<file path="config.mk">
export PLATFORM = sky130hd
export DESIGN_NAME = ysyx_24110006_clint
export DESIGN_NICKNAME = d
export VERILOG_FILES = /design/src/rtl/ysyx_24110006_clint.sv
export SDC_FILE = /design/constraint.sdc
export NUM_CORES = 1
export LEC_CHECK = 0
export ABC_CLOCK_PERIOD_IN_PS = 2000
export CAP_MARGIN = 25
export CORE_MARGIN = 1.5
export CORE_UTILIZATION = 30
export DETAILED_ROUTE_END_ITERATION = 10
export PLACE_DENSITY_LB_ADDON = 0.12
export REMOVE_ABC_BUFFERS = 1
export SYNTH_ARGS = -nofsm -noshare
export SYNTH_HDL_FRONTEND = slang
export SYNTH_SLANG_ARGS = --single-unit
</file>
<file path="constraint.sdc">
create_clock -name i_clock -period 2 [get_ports i_clock]
set_clock_uncertainty 0.2 [all_clocks]
set_input_delay 0.3 -clock i_clock [delete_from_list [all_inputs] [get_ports i_clock]]
set_output_delay 0.3 -clock i_clock [all_outputs]
set_load 0.02 [all_outputs]
</file>
<file path="src/rtl/ysyx_24110006_clint.sv">
// ysyx_24110006_clint -- read-only CLINT exposing the 64-bit mtime counter
// over a minimal AXI4-Lite read channel.
//
// Parameters:
//   BASE       address of mtime[31:0]; mtime[63:32] (via shadow) at BASE+4
//   TICK_DIV   clock cycles per mtime increment, 1..65535
//   MTIME_INIT value mtime takes while in reset (0 for a standard CLINT)
//
// Ports:
//   i_clock, i_reset_n          clock, async active-low reset
//   i_axi_araddr/arvalid/arready  read address channel
//   o_axi_rdata/rresp/rvalid, i_axi_rready  read data channel
//
// Reading the low word snapshots the high word into a shadow register, so a
// low-then-high read pair always returns a coherent 64-bit value even if a
// carry into bit 32 happens between the two reads.
module ysyx_24110006_clint #(
    parameter logic [31:0] BASE       = 32'h0200_0000,
    parameter int unsigned TICK_DIV   = 1,
    parameter logic [63:0] MTIME_INIT = 64'h0
) (
    input  logic        i_clock,
    input  logic        i_reset_n,
    input  logic [31:0] i_axi_araddr,
    input  logic        i_axi_arvalid,
    output logic        o_axi_arready,
    output logic [31:0] o_axi_rdata,
    output logic        o_axi_rvalid,
    output logic [1:0]  o_axi_rresp,
    input  logic        i_axi_rready
);

    localparam logic [15:0] DIV_LAST    = 16'(TICK_DIV - 1);
    localparam logic [31:0] ADDR_HI     = BASE + 32'd4;
    localparam logic [1:0]  RESP_OKAY   = 2'b00;
    localparam logic [1:0]  RESP_SLVERR = 2'b10;

    typedef enum logic {ST_IDLE, ST_RESP} state_e;

    state_e      state_q,  state_d;
    logic [15:0] pre_q,    pre_d;
    logic [63:0] mtime_q,  mtime_d;
    logic [31:0] shadow_q, shadow_d;
    logic [31:0] rdata_q,  rdata_d;
    logic [1:0]  rresp_q,  rresp_d;

    // Free-running timebase, independent of the bus FSM.
    always_comb begin
        pre_d   = pre_q + 16'd1;
        mtime_d = mtime_q;
        if (pre_q == DIV_LAST) begin
            pre_d   = 16'd0;
            mtime_d = mtime_q + 64'd1;
        end
    end

    // Read FSM: data is captured from the pre-increment mtime of the
    // handshake cycle and held until the R handshake.
    always_comb begin
        state_d       = state_q;
        shadow_d      = shadow_q;
        rdata_d       = rdata_q;
        rresp_d       = rresp_q;
        o_axi_arready = 1'b0;
        o_axi_rvalid  = 1'b0;
        case (state_q)
            ST_IDLE: begin
                o_axi_arready = 1'b1;
                if (i_axi_arvalid) begin
                    state_d = ST_RESP;
                    if (i_axi_araddr == BASE) begin
                        rdata_d  = mtime_q[31:0];
                        shadow_d = mtime_q[63:32];
                        rresp_d  = RESP_OKAY;
                    end else if (i_axi_araddr == ADDR_HI) begin
                        rdata_d  = shadow_q;
                        rresp_d  = RESP_OKAY;
                    end else begin
                        rdata_d  = 32'h0;
                        rresp_d  = RESP_SLVERR;
                    end
                end
            end
            ST_RESP: begin
                o_axi_rvalid = 1'b1;
                if (i_axi_rready) state_d = ST_IDLE;
            end
            default: state_d = ST_IDLE;
        endcase
    end

    always_ff @(posedge i_clock or negedge i_reset_n) begin
        if (!i_reset_n) begin
            state_q  <= ST_IDLE;
            pre_q    <= 16'd0;
            mtime_q  <= MTIME_INIT;
            shadow_q <= 32'h0;
            rdata_q  <= 32'h0;
            rresp_q  <= RESP_OKAY;
        end else begin
            state_q  <= state_d;
            pre_q    <= pre_d;
            mtime_q  <= mtime_d;
            shadow_q <= shadow_d;
            rdata_q  <= rdata_d;
            rresp_q  <= rresp_d;
        end
    end

    assign o_axi_rdata = rdata_q;
    assign o_axi_rresp = rresp_q;

endmodule

</file>
==> flow_summary.json <==
{
  "drt_iter0_markers": 227,
  "rows": 54,
  "cellPowerDensity_mw_per_mm2": 696,
  "swShare_pct": 21.4,
  "synth-compound-area-share_pct": 2.60,
  "highest_layer": "met4",
  "dp_hpwl_um": 12700,
  "setup_slack_ns": -0.390,
  "layout.cells.most_common_list": "dfrtp_1 (146), buf_4 (112), nand2_1 (66)",
  "grt_use_total_pct": 17.0,
  "finalSetupViolCount": 89,
  "wl_met1_um": 8670,
  "wl_met2_um": 8530,
  "wl_met3_um": 703,
  "portBuffers": 70,
  "fmax_ghz": 0.418,
  "path_buf_inv": 3,
  "area_delta_synth_final_pct": 43.3,
  "htree_levels": 4,
  "post_synth_xor_area_fraction_pct": 10.2,
  "p_leak_uw": 0.00437,
  "fin_area_mm2": 0.00951,
  "wl_per_cell_um": 17.0,
  "stdcell_count": 1076,
  "nFillCells": 2082,
  "finalPower_uw": 6620,
  "grt_start_max_net_pins": 41,
  "crit_family": "simple AND/OR/NAND/NOR gates",
  "syn_area_mm2": 0.00664,
  "switchingPower_uw": 1420,
  "pwr-share-clk_pct": 51.8,
  "hold_violations": 0,
  "route.detailed.drc": 0,
  "synth_top_family_by_area": "simple AND/OR/NAND/NOR gates",
  "clk_latency_ns": 0.43,
  "path_class": "register to register",
  "yosys.area_share.simple_pct": 19.1,
  "yosysUniqueCellTypes": 41,
  "async_reset_ff_share_pct": 100,
  "status": "finished with violations",
  "ant_nets": 0,
  "clk_pin_slew_ns": 0.06,
  "fin_nets": 822,
  "die_y_um": 152,
  "pwr-share-seq_pct": 44.7,
  "synth_edf_count": 0,
  "avgSynthCellArea_um2": 11.3,
  "die_area_mm2": 0.0230,
  "cts_tree": "yes",
  "core_area_mm2": 0.0218,
  "cts_max_path_buffers": 2,
  "grt_pass1_wl_um": 29300,
  "drt-total-wl_um": 18300,
  "drv_cap": 0,
  "yosysSeqAreaShare_pct": 55.0,
  "die_w_um": 152,
  "final_common_cell": "dfrtp_1",
  "layout_min_cycle_time_ns": 2.39,
  "io_pins": 72,
  "num_antenna_cells": 0,
  "critPathMaxFanout": 4,
  "synth_cells": 589,
  "cts_buffers": 17,
  "post_dp_cell_area_mm2": 0.00848,
  "p_int_uw": 5200,
  "power_frac_comb_pct": 3.5,
  "drive_gt1_share_pct": 28.9,
  "grt_antenna_before_repair": 0,
  "yosys_warnings": 0,
  "grt_pass1_vias": 5329,
  "cp.arrival_ns": 2.54,
  "clkSinkCount": 146,
  "synth-adder-area-share_pct": 0.566,
  "vias": 5166,
  "rsz0062_at_grt": "yes",
  "cp.required_ns": 2.15,
  "max-vdd-ir-drop_mv": 0.494,
  "slowest_delay_ns": 0.55,
  "start_util_pct": 30.5,
  "slew_viol_final": 0,
  "cts-root-buf": "clkbuf_16",
  "path_cells": "inv_1, ha_2, nor4b_4, nand4_1, buf_4, buf_6, or4b_4, nor3_4, xor2_1",
  "gp_congestion": 0.846,
  "overflow": 0,
  "worstSetupEndpointType": "register",
  "violations": "setup timing",
  "synthMuxAreaShare_pct": 10.3,
  "cp-start-kind": "register",
  "synth_ff_type": "dfrtp_1",
  "via_per_inst": 4.80,
  "ys_ff_latch": 146,
  "hp-class": "primary input to asynchronous set/reset pin",
  "dp.cells": 1034,
  "cp_slowest_cell": "or4b_4",
  "first_pass_iters": 4,
  "fin_crit_sh_pct": 120
}
-- Yosys cell counts (2+ instances only) --
| cell type | number | area share, % |
|---|---|---|
| dfrtp_1 | 146 | 55 |
| nand2_1 | 71 | 4.0 |
| xnor2_1 | 47 | 6.2 |
| o21ai_0 | 33 | 2.5 |
| mux2i_1 | 32 | 4.8 |
| nand4_1 | 32 | 3.0 |
| mux2_2 | 31 | 5.3 |
| nor2_1 | 30 | 1.7 |
| xor2_1 | 30 | 4.0 |
| nand3_1 | 29 | 2.2 |
| nor3_1 | 20 | 1.5 |
| inv_1 | 12 | 0.68 |
| nor4_1 | 11 | 1.0 |
| clkbuf_1 | 10 | 0.57 |
| and3_1 | 8 | 0.75 |
| and4_1 | 6 | 0.79 |
| buf_4 | 5 | 0.57 |
| nor4_2 | 4 | 0.75 |
| and2_1 | 3 | 0.28 |
| ha_1 | 3 | 0.57 |
| nor3_2 | 3 | 0.45 |
| buf_2 | 2 | 0.15 |
| nand4b_1 | 2 | 0.26 |
| or3_1 | 2 | 0.19 |
-- repair_timing --
| action | in CTS | in global routing |
|---|---|---|
| pin swaps | 26 | 14 |
| endpoints found under the setup margin | 95 | 93 |
| cloned | 3 | 0 |
| endpoints found under the hold margin | 94 | 0 |
| setup buffers | 6 | 2 |
| resized for setup | 82 | 20 |
| hold buffers | 1 | 0 |
-- metal layers --
| metal | GRT usage, % | vias to the layer above |
|---|---|---|
| met4 | 6.06 | 0 |
| met1 | 23.1 | 2581 |
| li1 | - | 2449 |
| met2 | 27.1 | 110 |
| met3 | 3.26 | 26 |
| met5 | 0 | - |
-- logic make-up (layout without fill, tap and decap cells) --
group / Yosys count / after routing
simple gates: 233 / 233
flops: 146 / 146
xor+xnor: 77 / 77
mux: 64 / 64
compound gates: 34 / 34
buf+inv: 31 / 238
fa+ha+maj: 3 / 3
other cells: 1 / 1
-- path summary, 6_finish.rpt --
path	start	slack, ns	cells after the start	to
worst max register to register	pre_q[0]	-0.39	9	mtime_q[24]
max in group asynchronous	i_reset_n	0.80	3	mtime_q[13]
min in group i_clock	i_axi_rready	0.24	2	state_q
worst min-delay path	i_reset_n	0.17	2	shadow_q[22]
worst min register to register	o_axi_rdata[20]	0.27	2	o_axi_rdata[20]
worst max-delay path	pre_q[0]	-0.39	9	mtime_q[24]
-- metrics by stage --
step	hold slack, ns	worst slack, ns	TNS [ns]	utilization (%)
final	0.172	-0.390	-13.18	43.7
after global routing	0.191	-0.447	-21.60	43.7
after CTS	0.179	-0.411	-15.92	43.5
after detailed placement	0.0586	-0.646	-45.07	39.0
after global placement	0.0578	-0.614	-40.83	39.0
after floorplan	-0.196	-0.962	-41.03	-
-- power by group through the flow --
stage | Combinational (uW) | Sequential [uW] | Clock [uW]
CTS | 241 | 2960 | 3510
detailed placement | 253 | 3010 | 0
floorplan | 40.8 | 3020 | 0
global placement | 250 | 3010 | 0
finish | 232 | 2960 | 3430
global route | 261 | 2960 | 3650
-- cell type report --
cell class	count	area (um^2)	share of cell area, %
inverters	12	45.0	0.473
repair buffers	194	1710	18.0
clock buffers	20	457	4.80
well taps	280	350	3.68
flip-flops and latches	146	3650	38.4
clock inverters	12	180	1.89
multi-input cells	412	3110	32.7
-- registers in the layout, summed over array words and instances (netlist names) --
name,count
mtime_q,64
o_axi_rdata,32
o_axi_rresp,1
pre_q,16
shadow_q,32
state_q,1
Power figures use the tool's default switching activity.
